==> src/rtl/regfile.sv <==
// General register file feeding the ALU: latched rs1/rs2 operands, writeback source mux
// and a sticky flag for malformed stage or writeback controls.
module regfile #(
  parameter int unsigned NREG = 16,
  parameter int unsigned XLEN = 16,
  localparam int unsigned AW = $clog2(NREG)
) (
  input  logic            clk,
  input  logic            rst,
  input  logic [3:0]      stage,
  input  logic [AW-1:0]   rs1_addr,
  input  logic [AW-1:0]   rs2_addr,
  input  logic [AW-1:0]   rd_addr,
  input  logic            rd_we,
  input  logic [1:0]      wb_sel,
  input  logic [XLEN-1:0] alu_out,
  input  logic [XLEN-1:0] mem_rdata,
  input  logic [XLEN-1:0] pc,
  output logic [XLEN-1:0] rs1,
  output logic [XLEN-1:0] rs2,
  output logic [XLEN-1:0] wb_data,
  output logic            err
);

  localparam logic [1:0] WbAlu = 2'd0;
  localparam logic [1:0] WbMem = 2'd1;
  localparam logic [1:0] WbPc  = 2'd2;
  localparam logic [1:0] WbRsv = 2'd3;

  logic [XLEN-1:0] regs_q [NREG];
  logic [XLEN-1:0] rs1_q, rs2_q;
  logic            err_q;

  logic            stage_valid;
  logic            rd_en, wb_stage, wr_en, wb_fault, fault;
  logic [XLEN-1:0] rd1_val, rd2_val;

  // Exactly one bit set: nonzero and clearing the lowest set bit leaves nothing.
  assign stage_valid = (stage != 4'b0000) && ((stage & (stage - 4'd1)) == 4'b0000);

  assign rd_en    = stage_valid && stage[1];
  assign wb_stage = stage_valid && stage[3] && rd_we;
  assign wb_fault = wb_stage && (wb_sel == WbRsv);
  assign wr_en    = wb_stage && (wb_sel != WbRsv) && (rd_addr != '0);
  assign fault    = !stage_valid || wb_fault;

  // r0 is never written, but force zero on the read side too so it holds by construction.
  assign rd1_val = (rs1_addr == '0) ? '0 : regs_q[rs1_addr];
  assign rd2_val = (rs2_addr == '0) ? '0 : regs_q[rs2_addr];

  always_comb begin
    wb_data = '0;
    unique case (wb_sel)
      WbAlu:   wb_data = alu_out;
      WbMem:   wb_data = mem_rdata;
      WbPc:    wb_data = pc + XLEN'(1);
      WbRsv:   wb_data = '0;
      default: wb_data = '0;
    endcase
  end

  always_ff @(posedge clk) begin
    if (rst) begin
      for (int i = 0; i < int'(NREG); i++) begin
        regs_q[i] <= '0;
      end
      rs1_q <= '0;
      rs2_q <= '0;
      err_q <= 1'b0;
    end else begin
      if (rd_en) begin
        rs1_q <= rd1_val;
        rs2_q <= rd2_val;
      end
      if (wr_en) begin
        regs_q[rd_addr] <= wb_data;
      end
      if (fault) begin
        err_q <= 1'b1;
      end
    end
  end

  assign rs1 = rs1_q;
  assign rs2 = rs2_q;
  assign err = err_q;

endmodule

==> config.mk <==
export PLATFORM = sky130hd
export DESIGN_NAME = regfile
export DESIGN_NICKNAME = d
export VERILOG_FILES = /design/src/rtl/regfile.sv
export SDC_FILE = /design/constraint.sdc
export NUM_CORES = 1
export LEC_CHECK = 0
export CORE_ASPECT_RATIO = 0.75
export CORE_MARGIN = 8
export CORE_UTILIZATION = 53
export CTS_CLUSTER_SIZE = 20
export DETAILED_ROUTE_END_ITERATION = 12
export HOLD_SLACK_MARGIN = 0.15
export PLACE_DENSITY = 0.75
export RECOVER_POWER = 25
export SLEW_MARGIN = 20
export SYNTH_ARGS = -nofsm -noshare
export SYNTH_HDL_FRONTEND = slang
export SYNTH_SLANG_ARGS = --single-unit
==> constraint.sdc <==
create_clock -name clk -period 2.45 [get_ports clk]
set_input_delay 0.3675 -clock clk [delete_from_list [all_inputs] [get_ports clk]]
set_output_delay 0.3675 -clock clk [all_outputs]
set_load 0.05 [all_outputs]
==> flow_summary.ini, run 1 <==
[global_route]
grt-ovfl-total = 0
grt_pass1_vias = 10998
grtUsageTotal = 0.262
first_pass_grt_wire_length_um = 67100
grt_antenna_before_repair = 0
grt_start_max_net_pins = 38

[worst_setup_path]
worst-endpoint-arrival_ns = 2.02
rr_endpoint = rs2[7]$_SDFFE_PP0P_
critical-path-top-cell-by-count = sky130_fd_sc_hd__buf_4
r2r-start = regs_q[7][7]$_SDFFCE_PN0P_
crit_required_ns = 2.08
ff2ff_path_depth = 4
worst-setup-path-type = in2out
critical_path.cell_chain = dlygate4sd2_1, nand4_1, buf_4, nor4_4, buf_4, mux2i_2, buf_4, nand2_4, buf_8
startpoint_types = primary input
critical-path-max-stage-delay_ns = 0.29
crit_path_max_fanout = 3
crit_path_end_kind = output pin
critical_path_top_delay_cell = sky130_fd_sc_hd__nor4_4
ff2ff_setup_slack_ns = 0.84

[route]
drcViolationCount = 0
route.vias.total = 10803
detail_route.wl_per_cell_um = 26.4
final_antenna_net_count = 0
routed_via_density = 6.37
initialDrtViolationCount = 1323
detailed_routing_iterations_pass_1 = 5
route.final.wire_length_um = 44800

[place]
io_buffer_count = 117
placement.setup.worst_slack_ns = -0.261
place_hpwl_um = 31500
place.gp.congestion = 0.893

[finish]
finish.net_count = 1360
drive_gt1_frac = 0.321
insertedDiodeCount = 0
syn_to_final_growth_pct = 25.3

[synth]
yosysSeqAreaShare = 0.558
post_synth_main_area_contributors = sky130_fd_sc_hd__edfxtp_1 (51%), sky130_fd_sc_hd__mux4_2 (19%), sky130_fd_sc_hd__nor2_1 (6.0%)
synth_async_sr_flop_share = 0
synth.cells.most_frequent = sky130_fd_sc_hd__edfxtp_1 (256), sky130_fd_sc_hd__nor2_1 (238), sky130_fd_sc_hd__mux4_2 (128)
total_of_flip_flops_plus_latches_after_synthesis = 289
synthFlopType = sky130_fd_sc_hd__edfxtp_1
synthesis.area_mm2 = 0.0150
postSynthAreaPerCell_um2 = 14.2
yosys_warnings = 0
synth.largest_area_cell = sky130_fd_sc_hd__edfxtp_1
synthCells = 1054
post_synth_num_cell_types = 47
yosysMostFrequentCell = sky130_fd_sc_hd__edfxtp_1
synthDominantCellAreaShare = 0.514
synth_enable_flop_cells = 256

[timing]
fin_worst_hold_slack_ns = 0.486
slew_at_the_pin_closest_to_its_max_slew_limit_ns = 1.08
slew_viol_final = 0
fin_worst_skew_ns = 0.00826
timing.final.setup_violations = 0
max_freq_ghz = 0.419
slew_headroom = 0.278
fin_crit_sh = 0.975
timing.final.ws_setup_ns = 0.0607
hold_viol_final = 0
final.min_clock_period_ns = 2.39

[die]
floorplan.rows = 53
die_w_um = 210
die_y_um = 161
placeableCoreArea_mm2 = 0.0279
initial_utilization = 0.536
pin_count = 118
area_enclosed_by_the_die_boundary_mm2 = 0.0339

[clock_network]
clock_tree.htree_level_count = 1
cts_buffer_depth = 3
clock_sinks = 289
cts_buffers = 28
clk_pin_slew_ns = 0.07
clock_latency_ns = 0.55
tritoncts = yes
ctsRootBufferMaster = sky130_fd_sc_hd__clkbuf_16

[pwr]
max-vdd-ir-drop_v = 0.000807
power_per_cell_area_mw_per_mm2 = 636
leakage_nw = 6.72

[hold_path]
min_path_type = reg2reg
timing.hold.worst_endpoint = rs1[9]$_SDFFE_PP0P_
hold_depth = 2
worstHoldStart = rs1[9]$_SDFFE_PP0P_

[run_status]
run_status = finished, final reports clean

[job]
drv.max_cap_violation_count = 0
## placed cells by master (no fill, tap or decap), types with 4 or more instances in the layout
cell                              count
sky130_fd_sc_hd__mux2_2              32
sky130_fd_sc_hd__dlygate4sd2_1       14
sky130_fd_sc_hd__clkinv_1             8
sky130_fd_sc_hd__nor2b_1              6
sky130_fd_sc_hd__dfxtp_1             33
sky130_fd_sc_hd__conb_1              16
sky130_fd_sc_hd__nor2_1             237
sky130_fd_sc_hd__a21oi_1             35
sky130_fd_sc_hd__nand3_4              6
sky130_fd_sc_hd__buf_4              138
sky130_fd_sc_hd__buf_12              27
sky130_fd_sc_hd__clkinv_2             6
sky130_fd_sc_hd__nand2_1              5
sky130_fd_sc_hd__buf_2                5
sky130_fd_sc_hd__clkbuf_16           29
sky130_fd_sc_hd__o21ai_0             35
sky130_fd_sc_hd__inv_1               17
sky130_fd_sc_hd__nand3_1              9
sky130_fd_sc_hd__nand2b_1            15
sky130_fd_sc_hd__and2_1               4
sky130_fd_sc_hd__mux4_2             128
sky130_fd_sc_hd__clkbuf_2             7
sky130_fd_sc_hd__nor3_1               5
sky130_fd_sc_hd__a22oi_1             32
sky130_fd_sc_hd__clkdlybuf4s50_1     77
sky130_fd_sc_hd__mux2i_1             47
sky130_fd_sc_hd__edfxtp_1           256
sky130_fd_sc_hd__buf_6                6
sky130_fd_sc_hd__nand4_1              7
## kinds of logic after synthesis
logic type                 count (synthesis)  synth area share
muxes                                    208             0.249
other                                      1          0.000251
adders and majority gates                  1          0.000837
and+or+nand+nor                          318             0.102
DFF                                      289             0.558
xor gates and xnor gates                   4           0.00234
buffers and inverters                    107            0.0312
AOI/OAI and AO/OA                        126            0.0561
## routing by layer
layer  vias up  share of wire  track usage
met1      5443           0.39        0.369
met2       732           0.47        0.416
met4         0          0.026       0.0684
li1       4548              -            -
met3        80           0.11       0.0517
met5         -              0            0
## state kept, by name, indices dropped and copies added (netlist names)
signal	count
regs_q	256
rs1	16
rs2	16
err	1
## report_power, final
group | switching, mW | total (mW) | leakage, nW | internal, mW
Combinational | 0.967 | 1.84 | 3.56 | 0.873
Clock | 1.88 | 4.35 | 0.451 | 2.47
Sequential | 0.140 | 5.74 | 2.70 | 5.60
## worst max-delay path by stage
stage / from / end / slack (ns) / cells past startpoint
2_1_floorplan: pc[2] / wb_data[15] / 0.03 / 6
3_3_place_gp: pc[2] / wb_data[13] / -0.24 / 8
3_5_place_dp: pc[2] / wb_data[13] / -0.26 / 9
4_1_cts: pc[13] / wb_data[15] / 0.02 / 8
5_1_grt: pc[5] / wb_data[15] / -0.02 / 9
6_report: pc[2] / wb_data[15] / 0.06 / 9
## cell type report
type | count | area [µm²]
flip-flops and latches | 289 | 8350
clock buffers | 30 | 729
inverters | 18 | 67.6
fillers | 1933 | 9180
repair buffers | 280 | 2670
well taps | 385 | 482
multi-input cells | 673 | 6260
clock inverters | 21 | 186
## through the flow
stage	std cells	utilization	cell area [µm²]	power [mW]	setup TNS [ns]
after CTS	1694	0.673	18800	11.9	0
after detailed placement	1637	0.635	17700	7.64	-41.86
after global routing	1696	0.671	18700	12.3	-0.0187
after global placement	1637	0.635	17700	7.59	-28.86
final	1696	0.671	18700	11.9	0
after floorplan	1069	-	15000	6.81	0
## critical path, delay by kind of cell
| kind | cells | cell delay [ns] |
|---|---|---|
| buf+inv | 5 | 0.90 |
| simple gates | 3 | 0.53 |
| mux | 1 | 0.22 |
## repair_timing
item                                    4_1_cts  5_1_grt
endpoints found under the setup margin       14        3
hold buffers                                  0        0
cloned                                        1        0
resized for setup                            39        4
setup buffers                                 5        2
pin swaps                                    12        3
hold endpoints to repair                      0        0
Power figures use the tool's default switching activity.
==> inputs of run 2 (changes only) <==
--- a/config.mk
+++ b/config.mk
@@ -5,13 +5,14 @@
 export SDC_FILE = /design/constraint.sdc
 export NUM_CORES = 1
 export LEC_CHECK = 0
+export ABC_CLOCK_PERIOD_IN_PS = 2350
 export CORE_ASPECT_RATIO = 0.75
 export CORE_MARGIN = 8
-export CORE_UTILIZATION = 53
+export CORE_UTILIZATION = 59
 export CTS_CLUSTER_SIZE = 20
 export DETAILED_ROUTE_END_ITERATION = 12
 export HOLD_SLACK_MARGIN = 0.15
-export PLACE_DENSITY = 0.75
+export PLACE_DENSITY = 0.8
 export RECOVER_POWER = 25
 export SLEW_MARGIN = 20
 export SYNTH_ARGS = -nofsm -noshare
==> constraint.sdc (replaced) <==
create_clock -name clk -period 2.35 [get_ports clk]
set_input_delay 0.3525 -clock clk [delete_from_list [all_inputs] [get_ports clk]]
set_output_delay 0.3525 -clock clk [all_outputs]
set_load 0.05 [all_outputs]
==> run 2 against run 1 <==
  * Core utilization rose by 6.8 points
  * Global-route usage increased by 1.5 points
  * Sequential power is 4.0% higher
  * First-iteration DRC count decreased by 7.6%
  * Final cell count shrank 3.3%
  * Count of clock-buffer cells in the layout increased by 15
  * Power grew 2.3%
  * Critical endpoint is now wb_data[14]
  * Highest routed layer unchanged
==> flow_summary.ini, run 2 (synthesis results as in run 1) <==
[run_status]
run_status = finished, final reports clean

[global_route]
grt_antenna_before_repair = 0
grt_pass1_vias = 11118
grt-ovfl-total = 0
first_pass_grt_wire_length_um = 64000
grt_start_max_net_pins = 38
grtUsageTotal = 0.277

[worst_setup_path]
worst-endpoint-arrival_ns = 1.94
rr_endpoint = rs2[6]$_SDFFE_PP0P_
startpoint_types = primary input
crit_path_end_kind = output pin
crit_required_ns = 2.00
crit_path_max_fanout = 4
ff2ff_path_depth = 4
ff2ff_setup_slack_ns = 0.70
first_element_of_the_critical_path = pc[11]
worst-setup-path-type = in2out
r2r-start = regs_q[0][6]$_SDFFCE_PN0P_

[finish]
register_with_the_most_flip_flops = regs_q
largest_register_ffs = 256
finish.net_count = 1351
final_common_cell = sky130_fd_sc_hd__edfxtp_1
finish.instance_area_mm2 = 0.0185
filler_cell_count = 1599
syn_to_final_growth_pct = 23.4
drive_gt1_frac = 0.310
most-common-layout-cells = sky130_fd_sc_hd__edfxtp_1 (256), sky130_fd_sc_hd__nor2_1 (237), sky130_fd_sc_hd__buf_4 (130)
insertedDiodeCount = 0

[timing]
final.min_clock_period_ns = 2.29
hold_viol_final = 0
final.setup.tns_ns = 0
slew_viol_final = 0
slew_headroom = 0.252
fin_worst_hold_slack_ns = 0.439
slew_at_the_pin_closest_to_its_max_slew_limit_ns = 1.12
timing.final.setup_violations = 0
rsz0062_at_grt = no
timing.final.ws_setup_ns = 0.0600
fin_worst_skew_ns = 0.00907
fin_crit_sh = 0.974
max_freq_ghz = 0.437

[clock_network]
clock_tree.htree_level_count = 1
clock_latency_ns = 0.55
ctsRootBufferMaster = sky130_fd_sc_hd__clkbuf_16
clk_pin_slew_ns = 0.06
cts_buffer_depth = 3
tritoncts = yes
cts_buffers = 28
clock_sinks = 289

[place]
placement.setup.worst_slack_ns = -0.302
cell_area_after_placement_mm2 = 0.0176
io_buffer_count = 117
place.gp.congestion = 0.941
place_hpwl_um = 29500

[pwr]
max-vdd-ir-drop_v = 0.000528
p_clk_frac = 0.360
intPower_mw = 9.22
netSwitchingFraction = 0.244
fin_total_pwr_mw = 12.2
power.switching_mw = 2.97
power_per_cell_area_mw_per_mm2 = 661
power.combinational.fraction = 0.151
leakage_nw = 6.59
power.sequential.fraction = 0.489

[route]
detail_route.wl_per_cell_um = 25.7
initialDrtViolationCount = 1223
route.vias.total = 10559
detailed_routing_iterations_pass_1 = 5
route.final.wire_length_um = 42100
drcViolationCount = 0
final_antenna_net_count = 0
routed_via_density = 6.44

[die]
pin_count = 118
die_y_um = 154
floorplan.rows = 50
area_enclosed_by_the_die_boundary_mm2 = 0.0307
die_w_um = 200
placeableCoreArea_mm2 = 0.0250
initial_utilization = 0.599

[hold_path]
min_path_type = in2reg
worstHoldStart = rs2_addr[0]
hold_depth = 4
timing.hold.worst_endpoint = rs2[3]$_SDFFE_PP0P_

[job]
drv.max_cap_violation_count = 0
==> run 2: cell types whose count changed in the layout (fill, tap and decap cells not counted), sizes merged, moves of 2 or more <==
cell	before	now
clkbuf	38	57
buf	178	164
clkinv	16	5
bufinv	3	1
dlymetal6s2s	2	0
==> run 2: power groups by stage <==
stage / clock (mW) / sequential, mW / combinational [mW]
3_3_place_gp: 0 / 6.04 / 1.79
4_1_cts: 4.40 / 5.96 / 1.85
3_5_place_dp: 0 / 6.07 / 1.82
6_report: 4.39 / 5.97 / 1.84
5_1_grt: 4.60 / 5.99 / 1.93
2_1_floorplan: 0 / 6.07 / 1.03
==> run 2: area by class of cell <==
type / instances / area (µm²) / share of cell area
clock buffer: 45 / 827 / 0.0448
clock inverter: 6 / 55.1 / 0.00298
inverter: 18 / 67.6 / 0.00366
multi-input combinational: 673 / 6210 / 0.337
sequential: 289 / 8350 / 0.452
tap: 338 / 423 / 0.0229
timing repair buffer: 271 / 2520 / 0.137
==> run 2: worst max-delay path, stage by stage <==
cell,delay [ns]
sky130_fd_sc_hd__dlygate4sd2_1,0.27
sky130_fd_sc_hd__nand4_1,0.14
sky130_fd_sc_hd__buf_4,0.17
sky130_fd_sc_hd__o41a_1,0.41
sky130_fd_sc_hd__a211oi_2,0.21
sky130_fd_sc_hd__buf_4,0.18
sky130_fd_sc_hd__inv_1,0.06
sky130_fd_sc_hd__buf_6,0.15
==> run 2: worst max-delay path by stage <==
| stage | to | depth (start not counted) |
|---|---|---|
| 3_3_place_gp | wb_data[12] | 8 |
| 6_report | wb_data[14] | 8 |
| 3_5_place_dp | wb_data[12] | 8 |
| 4_1_cts | wb_data[14] | 8 |
| 2_1_floorplan | regs_q[10][0]$_SDFFCE_PN0P_ | 5 |
| 5_1_grt | wb_data[14] | 8 |
==> run 2: per-stage QoR <==
step,cells,util
2_1_floorplan,1069,-
3_3_place_gp,1585,0.706
3_5_place_dp,1585,0.706
4_1_cts,1639,0.744
5_1_grt,1640,0.739
6_report,1640,0.739
==> run 2: what timing repair did <==
| item | 4_1_cts | 5_1_grt |
|---|---|---|
| endpoints found under the setup margin | 14 | 1 |
| pin swaps | 10 | 1 |
| hold buffers | 0 | 0 |
| setup buffers | 4 | 1 |
| gates resized for setup | 35 | 0 |
==> run 2: routing by layer <==
| layer | track usage | vias up | share of wire |
|---|---|---|---|
| met5 | 0 | - | 0 |
| met4 | 0.0944 | 0 | 0.036 |
| met3 | 0.0526 | 104 | 0.11 |
| met2 | 0.460 | 654 | 0.49 |
| met1 | 0.364 | 5285 | 0.36 |
| li1 | - | 4516 | - |
==> inputs of run 3 (changes only) <==
--- a/config.mk
+++ b/config.mk
@@ -14,7 +14,6 @@
 export HOLD_SLACK_MARGIN = 0.15
 export PLACE_DENSITY = 0.8
 export RECOVER_POWER = 25
-export SLEW_MARGIN = 20
 export SYNTH_ARGS = -nofsm -noshare
 export SYNTH_HDL_FRONTEND = slang
 export SYNTH_SLANG_ARGS = --single-unit
==> results of run 3 <==
The final DEF is identical to that of run 2; final timing and power are the same.
